===== src/rtl/run_det_pkg.sv =====
// Shared types for the run-length detector: output mode and FSM state encodings.
// No logic, no latency.
// No flow control; types only.
package run_det_pkg;

    typedef enum logic [1:0] {
        STICKY      = 2'b00,
        LEVEL       = 2'b01,
        PULSE_OVL   = 2'b10,
        PULSE_REARM = 2'b11
    } mode_e;

    typedef enum logic [1:0] {
        S_IDLE = 2'b00,
        S_RUN  = 2'b01,
        S_FULL = 2'b10,
        S_LOCK = 2'b11
    } state_e;

endpackage


===== src/rtl/run_detector_if.sv =====
// Control/observation bundle between a stimulus source and the run detector.
// Pure wiring, zero latency.
// No backpressure: the detector samples whenever en is high.
interface run_detector_if
    import run_det_pkg::*;
#(
    parameter int RUN_LEN = 3,
    parameter int HIT_W   = 8
);
    localparam int CNT_W = $clog2(RUN_LEN + 1);

    logic             en;
    logic             inp;
    logic             clr;
    mode_e            mode;
    logic             outp;
    logic [CNT_W-1:0] run_cnt;
    logic [HIT_W-1:0] hit_cnt;

    modport master (
        output en, inp, clr, mode,
        input  outp, run_cnt, hit_cnt
    );

    modport slave (
        input  en, inp, clr, mode,
        output outp, run_cnt, hit_cnt
    );

endinterface


===== src/rtl/sat_counter.sv =====
// Up-counter that sticks at MAX; clr zeroes it and wins over inc.
// New value visible one edge after inc/clr.
// No backpressure; increments beyond MAX are silently dropped.
module sat_counter #(
    parameter int           W   = 8,
    parameter logic [W-1:0] MAX = '1
) (
    input  logic         clk,
    input  logic         rst,
    input  logic         inc,
    input  logic         clr,
    output logic [W-1:0] cnt
);
    logic [W-1:0] cnt_q;
    logic [W-1:0] cnt_d;

    // Next count: clear first, otherwise step unless already at MAX.
    always_comb begin
        cnt_d = cnt_q;
        if (clr) begin
            cnt_d = '0;
        end else if (inc && (cnt_q != MAX)) begin
            cnt_d = cnt_q + W'(1);
        end
    end

    // Count register with synchronous reset.
    always_ff @(posedge clk) begin
        if (rst) begin
            cnt_q <= '0;
        end else begin
            cnt_q <= cnt_d;
        end
    end

    assign cnt = cnt_q;

endmodule


===== src/rtl/run_detector.sv =====
// Flags RUN_LEN consecutive enabled 1s; sticky, level, pulse-overlap or pulse-rearm output.
// run_cnt/hit_cnt update on the hit edge; outp follows one edge later.
// No backpressure: en qualifies samples, disabled cycles hold the run.
module run_detector
    import run_det_pkg::*;
#(
    parameter int RUN_LEN = 3,
    parameter int HIT_W   = 8
) (
    input  logic           clk,
    input  logic           rst,
    run_detector_if.slave  bus
);
    localparam int               CNT_W   = $clog2(RUN_LEN + 1);
    localparam logic [CNT_W-1:0] RUN_MAX = CNT_W'(RUN_LEN);
    localparam logic [CNT_W-1:0] RUN_HIT = CNT_W'(RUN_LEN - 1);

    state_e           state_q;
    state_e           state_d;
    logic             hit_q;
    logic             hit_d;
    logic             outp_q;
    logic             outp_d;
    logic [CNT_W-1:0] run_cnt;
    logic [HIT_W-1:0] hit_cnt;

    logic run_inc;
    logic run_zero;
    logic hit_inc;

    // Live run length; zeroing (0 sample, clr, rearm) beats incrementing.
    sat_counter #(
        .W   (CNT_W),
        .MAX (RUN_MAX)
    ) u_run_cnt (
        .clk (clk),
        .rst (rst),
        .inc (run_inc),
        .clr (run_zero),
        .cnt (run_cnt)
    );

    // Detection event count survives clr; only rst zeroes it.
    sat_counter #(
        .W (HIT_W)
    ) u_hit_cnt (
        .clk (clk),
        .rst (rst),
        .inc (hit_inc),
        .clr (1'b0),
        .cnt (hit_cnt)
    );

    // Next state, hit event and output, all derived from current state and inputs.
    always_comb begin
        state_d  = state_q;
        hit_d    = 1'b0;
        run_inc  = 1'b0;
        run_zero = 1'b0;
        hit_inc  = 1'b0;
        outp_d   = 1'b0;

        // Output reflects the registered state every edge, enabled or not.
        unique case (bus.mode)
            STICKY:  outp_d = (state_q == S_LOCK);
            LEVEL:   outp_d = (state_q == S_FULL);
            default: outp_d = hit_q;
        endcase

        if (bus.clr) begin
            // Soft clear discards any coincident sample.
            state_d  = S_IDLE;
            run_zero = 1'b1;
            outp_d   = 1'b0;
        end else if (bus.en && (state_q != S_LOCK)) begin
            if (!bus.inp) begin
                run_zero = 1'b1;
                state_d  = S_IDLE;
            end else if (run_cnt == RUN_HIT) begin
                hit_d   = 1'b1;
                hit_inc = 1'b1;
                run_inc = 1'b1;
                unique case (bus.mode)
                    STICKY: state_d = S_LOCK;
                    PULSE_REARM: begin
                        run_zero = 1'b1;
                        state_d  = S_IDLE;
                    end
                    default: state_d = S_FULL;
                endcase
            end else if (run_cnt == RUN_MAX) begin
                // Already full: further 1s hold without a new event.
                state_d = S_FULL;
            end else begin
                run_inc = 1'b1;
                state_d = S_RUN;
            end
        end
    end

    // State, event flag and output registers.
    always_ff @(posedge clk) begin
        if (rst) begin
            state_q <= S_IDLE;
            hit_q   <= 1'b0;
            outp_q  <= 1'b0;
        end else begin
            state_q <= state_d;
            hit_q   <= hit_d;
            outp_q  <= outp_d;
        end
    end

    assign bus.outp    = outp_q;
    assign bus.run_cnt = run_cnt;
    assign bus.hit_cnt = hit_cnt;

endmodule


===== src/flat_wrapper.sv =====
// flat-port wrapper written by rule: the top's interface ports become plain ports
module run_detector_flat import run_det_pkg::*;
#(
    parameter int RUN_LEN = 3,
    parameter int HIT_W   = 8
)
  (clk, rst, bus_en, bus_inp, bus_clr, bus_mode, bus_outp, bus_run_cnt, bus_hit_cnt);
  run_detector_if #(.RUN_LEN(RUN_LEN), .HIT_W(HIT_W)) bus_i ();
  input  logic clk;
  input  logic rst;
  input wire logic [$bits(bus_i.en)-1:0] bus_en;
  input wire logic [$bits(bus_i.inp)-1:0] bus_inp;
  input wire logic [$bits(bus_i.clr)-1:0] bus_clr;
  input wire logic [$bits(bus_i.mode)-1:0] bus_mode;
  output wire logic [$bits(bus_i.outp)-1:0] bus_outp;
  output wire logic [$bits(bus_i.run_cnt)-1:0] bus_run_cnt;
  output wire logic [$bits(bus_i.hit_cnt)-1:0] bus_hit_cnt;
  assign bus_i.en = bus_en;
  assign bus_i.inp = bus_inp;
  assign bus_i.clr = bus_clr;
  assign bus_i.mode = bus_mode;
  assign bus_outp = bus_i.outp;
  assign bus_run_cnt = bus_i.run_cnt;
  assign bus_hit_cnt = bus_i.hit_cnt;
  run_detector #(.RUN_LEN(RUN_LEN), .HIT_W(HIT_W)) u_core (.clk(clk), .rst(rst), .bus(bus_i));
endmodule

===== config.mk =====
export PLATFORM = sky130hd
export DESIGN_NAME = run_detector_flat
export DESIGN_NICKNAME = d
export VERILOG_FILES = /design/src/rtl/run_det_pkg.sv /design/src/rtl/run_detector_if.sv /design/src/rtl/sat_counter.sv /design/src/rtl/run_detector.sv /design/src/flat_wrapper.sv
export SDC_FILE = /design/constraint.sdc
export NUM_CORES = 1
export LEC_CHECK = 0
export CAP_MARGIN = 15
export CELL_PAD_IN_SITES_DETAIL_PLACEMENT = 0
export CELL_PAD_IN_SITES_GLOBAL_PLACEMENT = 1
export CORE_UTILIZATION = 36
export CTS_CLUSTER_DIAMETER = 50
export DETAILED_ROUTE_END_ITERATION = 8
export PLACE_DENSITY_LB_ADDON = 0.1
export SYNTH_ARGS = -nofsm -noshare
export SYNTH_HDL_FRONTEND = slang
export SYNTH_SLANG_ARGS = --single-unit

===== constraint.sdc =====
create_clock -name clk -period 1.95 [get_ports clk]
set_input_delay 0.39 -clock clk [delete_from_list [all_inputs] [get_ports clk]]
set_output_delay 0.39 -clock clk [all_outputs]
set_load 0.1 [all_outputs]

==> results of run 1 <==
==> final cells by class <==
class,instances,share of cell area (%)
Tap cell,27,3.218
Multi-Input combinational cell,70,46.36
Sequential cell,14,28.01
Timing Repair Buffer,23,17.88
Clock buffer,4,3.456
Inverter,3,1.073
==> cells in the mapped netlist, drive strengths merged <==
master / count
or3: 2
o211ai: 1
or4: 2
buf: 1
nor2: 7
nor2b: 2
nor3b: 1
inv: 3
o31ai: 3
and3: 1
xnor2: 1
and4: 1
and4b: 1
nand4: 3
nor4: 2
clkbuf: 1
nand3b: 2
a21oi: 11
nor3: 2
dfxtp: 14
o21ai: 5
xor2: 1
ha: 5
mux2: 1
nand2: 6
a211oi: 1
or2: 2
nand3: 6
a31o: 1
==> tightest hold or removal path: cells and delay by family (launching register included) <==
family / cells / cell delay, ns
simple gates: 1 / 0.05
compound gates: 1 / 0.05
flops: 1 / 0.31
==> registers in the layout, indices dropped and copies added, names as in the netlist <==
name and flops:
u_core.bus.outp 1, u_core.u_run_cnt.cnt 2, u_core.u_hit_cnt.cnt 8, u_core.state_q 2, u_core.hit_q 1
==> how the worst min path moves through the flow <==
stage | start | endpoint | slack [ns] | cells past startpoint
global route | u_core.hit_q$_SDFF_PP0_ | u_core.bus.outp$_SDFF_PP0_ | 0.50 | 2
CTS | u_core.hit_q$_SDFF_PP0_ | u_core.bus.outp$_SDFF_PP0_ | 0.47 | 2
global placement | u_core.hit_q$_SDFF_PP0_ | u_core.bus.outp$_SDFF_PP0_ | 0.44 | 2
finish | u_core.hit_q$_SDFF_PP0_ | u_core.bus.outp$_SDFF_PP0_ | 0.46 | 2
floorplan | u_core.hit_q$_SDFF_PP0_ | u_core.bus.outp$_SDFF_PP0_ | 0.42 | 2
detailed placement | u_core.hit_q$_SDFF_PP0_ | u_core.bus.outp$_SDFF_PP0_ | 0.45 | 2
==> metal layers <==
metal	part of all wire [%]	GRT usage (%)
met4	0.68	5.882
met5	0	0
met3	2.6	3.738
met2	41	21.99
met1	55	25.38
==> per-stage QoR <==
step | instances | power [mW] | TNS, ns
global route | 141 | 0.5761 | 0
finish | 141 | 0.5513 | 0
CTS | 141 | 0.5587 | 0
detailed placement | 137 | 0.3378 | -0.3229
global placement | 137 | 0.3381 | -0.2374
floorplan | 89 | 0.3110 | -0.02744
==> logic make-up (layout without fill, tap and decap cells) <==
group                    count (synthesis)  after routing  share of synthesized area [%]
multiplexers                             1              1                          1.422
adder cells (fa/ha/maj)                  5              5                          7.899
XOR/XNOR                                 2              2                          2.212
AO/OA/AOI/OAI                           22             22                          15.96
flip-flops                              14             14                          35.39
AND/OR/NAND/NOR                         40             40                          32.54
buffers and inverters                    5             30                          4.581
==> repair_timing <==
item                                    in CTS  in global routing
endpoints found under the setup margin       0                  5
hold buffers                                 0                  0
resized for setup                            0                  2
==> power groups by stage <==
stage | Sequential (mW) | Combinational (mW) | Clock [mW]
floorplan | 0.296 | 0.0150 | 0
global placement | 0.293 | 0.0451 | 0
detailed placement | 0.293 | 0.0447 | 0
CTS | 0.286 | 0.0450 | 0.227
global route | 0.287 | 0.0504 | 0.239
finish | 0.286 | 0.0457 | 0.219
==> impl_metrics.ini, run 1 <==
[timing]
fin_crit_ns = 1.788
finalClockSkew_ns = 0.003915
drv_slew = 0
hold_violations = 0
finalSetupViolCount = 0
max_freq_mhz = 559.1
slew_headroom_pct = 81.32
rsz0062_at_grt = false
setup_slack_ns = 0.1615
worst_slew_pin_slew_ns = 0.2776
hold_ws_ns = 0.4595
finalCritPeriodShare_pct = 91.72

[global_routing]
grt_pass1_vias = 664
grt_max_degree = 11
grt_overflow = 0
grt_usage_pct = 16.55
grt_pass1_wl_um = 3070
antenna_found_initial = 0

[cells_and_area]
finalInstanceArea_mm2 = 0.001050
multiInputGateArea_um2 = 486.7
fin_util_pct = 51.92
drive_gt1_share_pct = 34.21
final_cell_mix = buf_4, a21oi_1, dfxtp_2
seq_area_um2 = 294.0
diodes = 0
n_fill_cell = 199
layout_commonest_cell = buf_4
syn2layout_area_growth_pct = 32.54
nNetsFinal = 127

[cts]
clkTransAtPathRegs_ns = 0.10
clk_path_buf_depth = 2
cts_max_level = 1
post_cts_buffers = 0
tritoncts = done
cts_root_buffer = clkbuf_4
cts_num_sinks = 14
clock_latency_ns = 0.28
cts_made_buffers = 3

[power_and_ir_drop]
seqPwrFrac_pct = 51.9
peakVddDrop_v = 0.0004299
switching_share_pct = 23.43
clkPwrFrac_pct = 39.8
p_leak_nw = 0.3783
p_int_mw = 0.4221
power_density_mw_per_mm2 = 525.1
switchingPower_mw = 0.1292
pwr-share-comb_pct = 8.3

[critical_path]
critPathLaunchType = register
cp.arrival_ns = 1.96
timing.critical_path.max_delay_family = simple AND/OR/NAND/NOR gates
path_class = register to register
startpoint = u_core.u_run_cnt.cnt[0]$_SDFFE_PP0P_
slowest_stage = dfxtp_2
cp.depth = 6
cp_cell_sequence = inv_1, ha_2, nor2b_4, nand4_4, nor4_4, mux2_1
crit_required_ns = 2.12
r2r_slack_ns = 0.16
path_buf_inv = 1
cp_max_fo = 8
r2r_cells = 6
reg2reg_to = u_core.u_hit_cnt.cnt[5]$_SDFFE_PP0P_
reg2reg_from = u_core.u_run_cnt.cnt[0]$_SDFFE_PP0P_
max_stage_delay_ns = 0.35
cp-endpoint = u_core.u_hit_cnt.cnt[5]$_SDFFE_PP0P_
endpoint_kind = register

[placement]
gp_congestion = 0.8645
dp_slack_ns = -0.09256
dpl.hpwl_um = 1335
placedInstanceArea_mm2 = 0.001002
io_buffers = 17

[routing]
viasPerCell = 5.135
wl_per_cell_um = 12.55
drt_wl_total_um = 1770
first_pass_iters = 4
drc_errors = 0
dr.first_iter.drc_count = 14
vias = 724
ant_nets = 0

[die]
initial_core_util_pct = 39.17
die_height_um = 48.91
core_area_mm2 = 0.002022
rows = 16
die-area_mm2 = 0.002392
pin_count = 18
die_x_um = 48.91

[run_status]
status = complete, no violations

[logic_synthesis]
synth_top_cell_by_area = dfxtp_1
ys_ff_latch = 14
synthTopCellsByArea = dfxtp_1, ha_1, a21oi_1
yosys_warnings = 0
synthCells = 89
syn_area_per_cell_um2 = 8.899
syn_nets = 101
netlist-cell-type-count = 33
synth_top_area_share_pct = 35.39
netlist_area_um2 = 792.0
ys_seq_area_share_pct = 35.39

[flow_run]
cap_violations = 0

[min_path]
hold_path_class = register to register
Note: power is estimated with default switching activity, not from simulation.
==> inputs of run 2 (changes only) <==
--- a/config.mk
+++ b/config.mk
@@ -11,7 +11,7 @@
 export CORE_UTILIZATION = 36
 export CTS_CLUSTER_DIAMETER = 50
 export DETAILED_ROUTE_END_ITERATION = 8
-export PLACE_DENSITY_LB_ADDON = 0.1
+export PLACE_DENSITY_LB_ADDON = 0.2
 export SYNTH_ARGS = -nofsm -noshare
 export SYNTH_HDL_FRONTEND = slang
 export SYNTH_SLANG_ARGS = --single-unit
==> impl_metrics.ini, run 2 (same netlist as run 1, synthesis figures left out) <==
[cells_and_area]
layout_commonest_cell = buf_4
instances_no_fill = 143
fin_util_pct = 52.23
n_fill_cell = 205
diodes = 0
nNetsFinal = 129
largest_reg_flops = 8
final_cell_mix = buf_4, a21oi_1, dfxtp_2
drive_gt1_share_pct = 33.62
syn2layout_area_growth_pct = 33.33

[critical_path]
max_stage_delay_ns = 0.34
cp_max_fo = 7
slowest_stage = dfxtp_2
cp.arrival_ns = 1.95
path_class = register to register
cp_cell_sequence = inv_1, ha_1, nor2b_4, nand4_2, nor4_4, mux2_1
reg2reg_from = u_core.u_run_cnt.cnt[0]$_SDFFE_PP0P_
cp-endpoint = u_core.u_hit_cnt.cnt[5]$_SDFFE_PP0P_
r2r_cells = 6
r2r_slack_ns = 0.16
startpoint = u_core.u_run_cnt.cnt[0]$_SDFFE_PP0P_
endpoint_kind = register
critPathLaunchType = register
reg2reg_to = u_core.u_hit_cnt.cnt[5]$_SDFFE_PP0P_
crit_required_ns = 2.11

[flow_run]
cap_violations = 0

[cts]
clkTransAtPathRegs_ns = 0.09
cts_max_level = 1
ctsHoldBuffers = 0
cts_num_sinks = 14
tritoncts = done
cts_resized = 0
cts_root_buffer = clkbuf_4
cts_made_buffers = 3
post_cts_buffers = 0
clock_latency_ns = 0.27
clk_path_buf_depth = 2

[power_and_ir_drop]
switchingPower_mw = 0.1183
p_int_mw = 0.3881
seqPwrFrac_pct = 56.5
pwr-share-comb_pct = 9.0
peakVddDrop_v = 0.0003534
switching_share_pct = 23.37
power_density_mw_per_mm2 = 479.6
p_leak_nw = 0.3845
clkPwrFrac_pct = 34.5

[die]
pin_count = 18
core_area_mm2 = 0.002022
die_x_um = 48.91
die_height_um = 48.91
rows = 16
initial_core_util_pct = 39.17
die-area_mm2 = 0.002392

[routing]
vias = 744
drc_errors = 0
ant_nets = 0
wl_per_cell_um = 12.20
dr.first_iter.drc_count = 8
first_pass_iters = 4
viasPerCell = 5.203
drt_wl_total_um = 1745

[timing]
finalSetupViolCount = 0
fin_crit_ns = 1.788
slew_headroom_pct = 81.50
finalClockSkew_ns = 0.004276
worst_slew_pin_slew_ns = 0.2798
drv_slew = 0
hold_violations = 0
finalCritPeriodShare_pct = 91.67
rsz0062_at_grt = false
max_freq_mhz = 559.4

[placement]
dp_cells = 139
io_buffers = 17
gp_congestion = 0.7790
dpl.hpwl_um = 1308

[run_status]
status = complete, no violations

[global_routing]
antenna_found_initial = 0
grt_pass1_vias = 677
grt_overflow = 0
grt_pass1_wl_um = 3015
grt_usage_pct = 16.28
grt_max_degree = 11

[min_path]
hold_path_class = register to register
hp-start = u_core.hit_q$_SDFF_PP0_
run 2: worst min-delay path by stage:
stage | end | slack [ns] | depth (start not counted)
floorplan | u_core.bus.outp$_SDFF_PP0_ | 0.42 | 2
global placement | u_core.bus.outp$_SDFF_PP0_ | 0.43 | 2
detailed placement | u_core.bus.outp$_SDFF_PP0_ | 0.44 | 2
CTS | u_core.bus.outp$_SDFF_PP0_ | 0.46 | 2
global route | u_core.bus.outp$_SDFF_PP0_ | 0.47 | 2
finish | u_core.bus.outp$_SDFF_PP0_ | 0.45 | 2
run 2: critical path: cells and delay by family (launching register included):
kind                       cells  cell delay, ns
and+or+nand+nor                3            0.72
DFF                            1            0.34
muxes                          1            0.33
adders and majority gates      1            0.20
buffers and inverters          1            0.07
run 2: per-layer routing:
metal | track usage (%) | routed length (µm)
met3 | 4.050 | 51
met1 | 22.33 | 879
met5 | 0 | 0
met2 | 25.23 | 798
met4 | 4.412 | 15
run 2: cell type report:
type | instances | area (µm²) | area share, %
Multi-Input combinational cell | 70 | 475.5 | 45.02
Clock buffer | 4 | 26.28 | 2.488
Timing Repair Buffer | 25 | 215.2 | 20.38
Inverter | 3 | 11.26 | 1.066
Sequential cell | 14 | 294.0 | 27.84
Tap cell | 27 | 33.78 | 3.199
run 2: power groups by stage:
| stage | Clock [mW] | Sequential [mW] | Combinational, mW |
|---|---|---|---|
| floorplan | 0 | 0.296 | 0.0150 |
| global placement | 0 | 0.293 | 0.0452 |
| detailed placement | 0 | 0.293 | 0.0456 |
| CTS | 0.182 | 0.286 | 0.0461 |
| global route | 0.196 | 0.287 | 0.0500 |
| finish | 0.174 | 0.286 | 0.0457 |
run 2: per-stage QoR:
step	setup TNS (ns)	power, mW	setup slack, ns	hold WS, ns	cell area (µm²)
after global routing	0	0.5331	0.01629	0.4697	1056
after floorplan	-0.02744	0.3110	-0.02744	0.4218	805.8
final	0	0.5065	0.1624	0.4516	1056
after detailed placement	-0.2259	0.3386	-0.07660	0.4383	1030
after global placement	-0.1338	0.3382	-0.04852	0.4320	1030
after CTS	0	0.5142	0.1343	0.4633	1056
==> edit 1, RTL diff (config.mk and constraints of run 1) <==
`RUN_LEN` is set to 3 in 3 places; all go to 6.
--- a/src/rtl/run_detector_if.sv
+++ b/src/rtl/run_detector_if.sv
@@ -4,7 +4,7 @@
 interface run_detector_if
     import run_det_pkg::*;
 #(
-    parameter int RUN_LEN = 3,
+    parameter int RUN_LEN = 6,
     parameter int HIT_W   = 8
 );
     localparam int CNT_W = $clog2(RUN_LEN + 1);
--- a/src/rtl/run_detector.sv
+++ b/src/rtl/run_detector.sv
@@ -4,7 +4,7 @@
 module run_detector
     import run_det_pkg::*;
 #(
-    parameter int RUN_LEN = 3,
+    parameter int RUN_LEN = 6,
     parameter int HIT_W   = 8
 ) (
     input  logic           clk,
--- a/src/flat_wrapper.sv
+++ b/src/flat_wrapper.sv
@@ -1,7 +1,7 @@
 // flat-port wrapper written by rule: the top's interface ports become plain ports
 module run_detector_flat import run_det_pkg::*;
 #(
-    parameter int RUN_LEN = 3,
+    parameter int RUN_LEN = 6,
     parameter int HIT_W   = 8
 )
   (clk, rst, bus_en, bus_inp, bus_clr, bus_mode, bus_outp, bus_run_cnt, bus_hit_cnt);
Interface: changed (resized bus_run_cnt); port bits go from 18 to 19. The function was not compared with the original's and may differ.
==> edit 1 against run 1 <==
  * Sequential cell count grew 1
  * Synthesized area up 0.63%
  * Wire length down 2.0%
  * Register-to-register slack better by 0.09 ns
  * Critical endpoint is now u_core.u_hit_cnt.cnt[4]
  * Sequential share of layout area grew 0.71 points
  * Die area is 0.59% higher
  * Cell area grew 3.3%
  * Worst setup slack lost 0.076 ns
  * Total power down 2.0%
  * Core utilization increased by 1.7 points
  * Critical path depth is the same
==> edit 1: results (changes against run 1) <==
| Metric | Value |
|---|---|
| Port Buffers | `18 (+1)` |
| Unique masters post-synth | `34 (+3.0%)` |
| Largest net degree at the start of global routing | `14 (+3)` |
| # DRC | `0 (unchanged)` |
| Adder-cell area share of the yosys netlist | `6.28% (-1.6 points)` |
| Arrival time worst endpoint | `2.09 ns (+0.13 ns)` |
| Post-CTS Setup Bufs | `0 (unchanged)` |
| HPWL after detailed placement | `1290 um (-3.4%)` |
| DR pass1 iterations | `4 (unchanged)` |
| GP Congestion | `0.831 (-3.9%)` |
| Post-synthesis compound-gate area fraction | `18.8% (+2.9 points)` |
| Asr flop ratio synth | `0% (unchanged)` |
| Initial antenna violation count | `0 (unchanged)` |
| WL per Instance | `12.2 um (-2.7%)` |
| CP max-delay cell | `or4_1` |
| Max stage delay on crit path | `0.49 ns (+0.14 ns)` |
| WHS | `0.467 ns (+0.00738 ns)` |
| Share of cells above drive strength 1 | `33.0% (-1.2 points)` |
| Skew-Pair Late Insertion Delay | `0.29 ns` |
| Worst Hold Class | `flop to flop` |
| Clk slew on worst S/H paths | `0.09 ns` |
| H-tree Lvls | `1 (unchanged)` |
| First-pass GRT wire length | `2990 um (-2.7%)` |
| Clk root buf | `clkbuf_4` |
| Nets | `127 (unchanged)` |
| Seq/Total Area, Yosys | `37.7% (+2.3 points)` |
| Number of vias per cell | `5.11 (-0.57%)` |
| Mux cell area share after synthesis | `4.24% (+2.8 points)` |
| Worst-path maximum fanout | `6 (-2)` |
| Flop2flop setup slack | `0.25 ns (+0.09 ns)` |
| Tot GR Track Use | `16.4% (-0.18 points)` |
| Pleak | `0.414 nW (+9.5%)` |
| 1st-iter DRT viols | `15 (+1)` |
| Max reg flops | `8 (unchanged)` |
| Number of global-route vias before repair | `660 (-0.60%)` |
| Fillers | `204 (+2.5%)` |
| XOR/XNOR share of the synthesized area | `2.20% (-0.014 points)` |
| Synth cell count leaders | `dfxtp_1 (15), a21oi_1 (9), nor2_1 (9)` |
| Peak VDD IR | `441 uV (+2.6%)` |
| Top post-synthesis cells by area | `dfxtp_1 (38%), ha_1 (6.3%), a21oi_1 (5.7%)` |
| Relative slew slack | `78.9% (-2.4 points)` |
| Hold Path Depth | `2 (unchanged)` |
| Synthesized Nets | `100 (-0.99%)` |
| Clock Skews | `0.00101 ns (-0.00290 ns)` |
| Outcome | `finished clean` |
-- edit 1: worst paths after layout --
kind | startpoint | endpoint
worst max-delay path | bus_en | u_core.u_hit_cnt.cnt[4]
worst min-delay path | u_core.hit_q | u_core.bus.outp
worst max register to register | u_core.u_run_cnt.cnt[1] | u_core.u_hit_cnt.cnt[4]
worst min register to register | u_core.hit_q | u_core.bus.outp
-- edit 1: where the power goes --
group / leakage [nW] / internal, mW / switching (mW)
logic: 0.274 / 0.0229 / 0.0227
registers: 0.126 / 0.307 / 0.00154
clock network: 0.0150 / 0.0796 / 0.106
-- edit 1: area by class of cell --
class / count / area share, %
Inverter: 3 / 1.04
Tap cell: 27 / 3.11
Multi-Input combinational cell: 68 / 43.7
Clock buffer: 4 / 2.42
Timing Repair Buffer: 25 / 21.0
Sequential cell: 15 / 28.7
-- edit 1: cell families (layout without fill, tap and decap cells) --
logic type	Yosys count	in the layout
buffers and inverters	6	32
AO/OA/AOI/OAI	22	22
XOR/XNOR	2	2
adder cells (fa/ha/maj)	4	4
multiplexers	3	3
flip-flops	15	15
AND/OR/NAND/NOR	37	37
-- edit 1: routing by layer --
metal	part of all wire (%)	GRT usage (%)
met1	54	23.8
met2	41	22.0
met3	4.7	6.54
met4	0.87	4.41
met5	0	0
-- edit 1: worst max-delay path, delay by kind of cell --
family / cells / cell delay [ns]
buf+inv: 2 / 0.64
compound gates: 2 / 0.40
simple gates: 2 / 0.64
-- edit 1: timing repair --
action / CTS / global route
resized for setup: 0 / 1
hold buffers: 0 / 0
endpoints found under the setup margin: 0 / 3
-- edit 1: per-stage QoR --
stage               instances  total power [mW]  setup slack [ns]  cell area, sq um  TNS [ns]
floorplan                  89             0.337           -0.0709               808   -0.0709
global placement          138             0.361            -0.229              1050     -1.40
detailed placement        138             0.361            -0.247              1050     -1.58
CTS                       142             0.545            0.0494              1080         0
global route              142             0.571            0.0122              1080         0
finish                    142             0.540            0.0853              1080         0
==> edit 2, RTL diff (flow settings as in run 1) <==
Without the edit above. Make the reset (`rst`) asynchronous in 2 clocked blocks. Comments in the files are not updated.
--- a/src/rtl/sat_counter.sv
+++ b/src/rtl/sat_counter.sv
@@ -25,7 +25,7 @@
     end
 
     // Count register with synchronous reset.
-    always_ff @(posedge clk) begin
+    always_ff @(posedge clk or posedge rst) begin
         if (rst) begin
             cnt_q <= '0;
         end else begin
--- a/src/rtl/run_detector.sv
+++ b/src/rtl/run_detector.sv
@@ -99,7 +99,7 @@
     end
 
     // State, event flag and output registers.
-    always_ff @(posedge clk) begin
+    always_ff @(posedge clk or posedge rst) begin
         if (rst) begin
             state_q <= S_IDLE;
             hit_q   <= 1'b0;
Check against the original RTL: differs if rst is asserted again (counterexample within 4 cycles, from zero or initial values and one cycle with rst high); with rst held inactive, the same outputs for 10 cycles.
==> edit 2 against run 1 <==
  * Clock power down 4%
  * Via count is 15% lower
  * Sequential cell count unchanged
  * Critical endpoint is now u_core.u_hit_cnt.cnt[6]
  * Combinational power rose by 70%
  * Total power grew 6.8%
  * Worst setup slack better by 0.18 ns
  * Cell area grew 4.3%
  * Synthesized area down 1.6%
  * Sequential power rose by 5%
  * Critical path type unchanged
  * Clock skew rose by 0.0027 ns
  * Wire length shrank 13%
  * Hold slack worse by 0.011 ns
  * Global-route usage fell by 1.1 points
==> edit 2: results (changes against run 1) <==
| Metric | Value |
|---|---|
| Outcome | `finished clean` |
| Clock Skews | `0.00666 ns (+0.00274 ns)` |
| Synthesized Nets | `83 (-18%)` |
| Seq/Total Area, Yosys | `44.9% (+9.6 points)` |
| Worst Hold Class | `input port to async pin` |
| 1st-iter DRT viols | `11 (-3)` |
| Synth Flop Type | `dfrtp_1` |
| Pleak | `0.493 nW (+30%)` |
| Syn Area/Cell | `10.7 sq um (+20%)` |
| Relative slew slack | `62.8% (-18 points)` |
| Peak VDD IR | `296 uV (-31%)` |
| HPWL after detailed placement | `1150 um (-14%)` |
| Largest net degree at the start of global routing | `15 (+4)` |
| Arrival time worst endpoint | `1.78 ns (-0.18 ns)` |
| Tot GR Track Use | `15.4% (-1.1 points)` |
| WL per Instance | `12.4 um (-1.4%)` |
| Flop2flop setup slack | `0.34 ns (+0.18 ns)` |
| DR pass1 iterations | `3 (-1)` |
| Metal-1 WL | `850 um (-13%)` |
| WHS | `0.449 ns (-0.0110 ns)` |
| Asr flop ratio synth | `100% (+100 points)` |
| First-pass GRT wire length | `2790 um (-9.2%)` |
| Synth cell count leaders | `dfrtp_1 (14), nand2_1 (7), a21oi_1 (6)` |
| Fillers | `185 (-7.0%)` |
| Placed cells | `120 (-12%)` |
==> edit 2: changes by cell type in the layout (fill, tap and decap cells not counted), moves of 4 or more <==
cell	run 1	this run
dfrtp_1	0	10
buf_4	17	8
dfxtp_2	8	0
buf_12	0	6
a21oi_1	11	6
dfxtp_1	5	0
dfrtp_2	0	4
o21ai_0	5	1
==> edit 2: final timing paths <==
path	start	endpoint	cells past startpoint
max in group asynchronous	rst	u_core.u_hit_cnt.cnt[1]	2
min	rst	u_core.bus.outp	2
min reg2reg	u_core.u_hit_cnt.cnt[0]	u_core.u_hit_cnt.cnt[0]	1
min in group clk	u_core.u_hit_cnt.cnt[0]	u_core.u_hit_cnt.cnt[0]	1
max	u_core.u_run_cnt.cnt[0]	u_core.u_hit_cnt.cnt[6]	5
max reg2reg	u_core.u_run_cnt.cnt[0]	u_core.u_hit_cnt.cnt[6]	5
==> edit 2: per-layer routing <==
metal	GRT usage [%]	up-vias
met3	3.14	4
met2	21.8	13
met5	0	-
met4	5.88	0
met1	22.9	295
li1	-	306
==> edit 2: area by class of cell <==
| type | count | share of cell area (%) |
|---|---|---|
| Multi-Input combinational cell | 55 | 37.4 |
| Tap cell | 27 | 3.09 |
| Inverter | 4 | 1.83 |
| Clock buffer | 4 | 3.31 |
| Timing Repair Buffer | 20 | 21.9 |
| Sequential cell | 14 | 32.5 |
==> edit 2: power breakdown <==
part | internal (mW) | total [mW] | switching [mW]
sequential | 0.295 | 0.301 | 0.00541
combinational | 0.0290 | 0.0777 | 0.0488
clock | 0.114 | 0.210 | 0.0965
==> edit 2: cells by family (layout without fill, tap and decap cells) <==
| family | Yosys count | in the layout | share of synthesized area [%] |
|---|---|---|---|
| buf+inv | 4 | 28 | 2.57 |
| compound gates | 14 | 14 | 12.5 |
| mux | 4 | 4 | 6.26 |
| fa+ha+maj | 3 | 3 | 4.82 |
| simple gates | 30 | 30 | 24.4 |
| xor+xnor | 4 | 4 | 4.50 |
| flops | 14 | 14 | 44.9 |
==> edit 2: worst max-delay path, cell delays in order (launching register included) <==
cell and delay, ns:
dfrtp_2 0.43, inv_1 0.09, ha_1 0.29, nand3_4 0.14
nor3_1 0.22, mux2_1 0.34
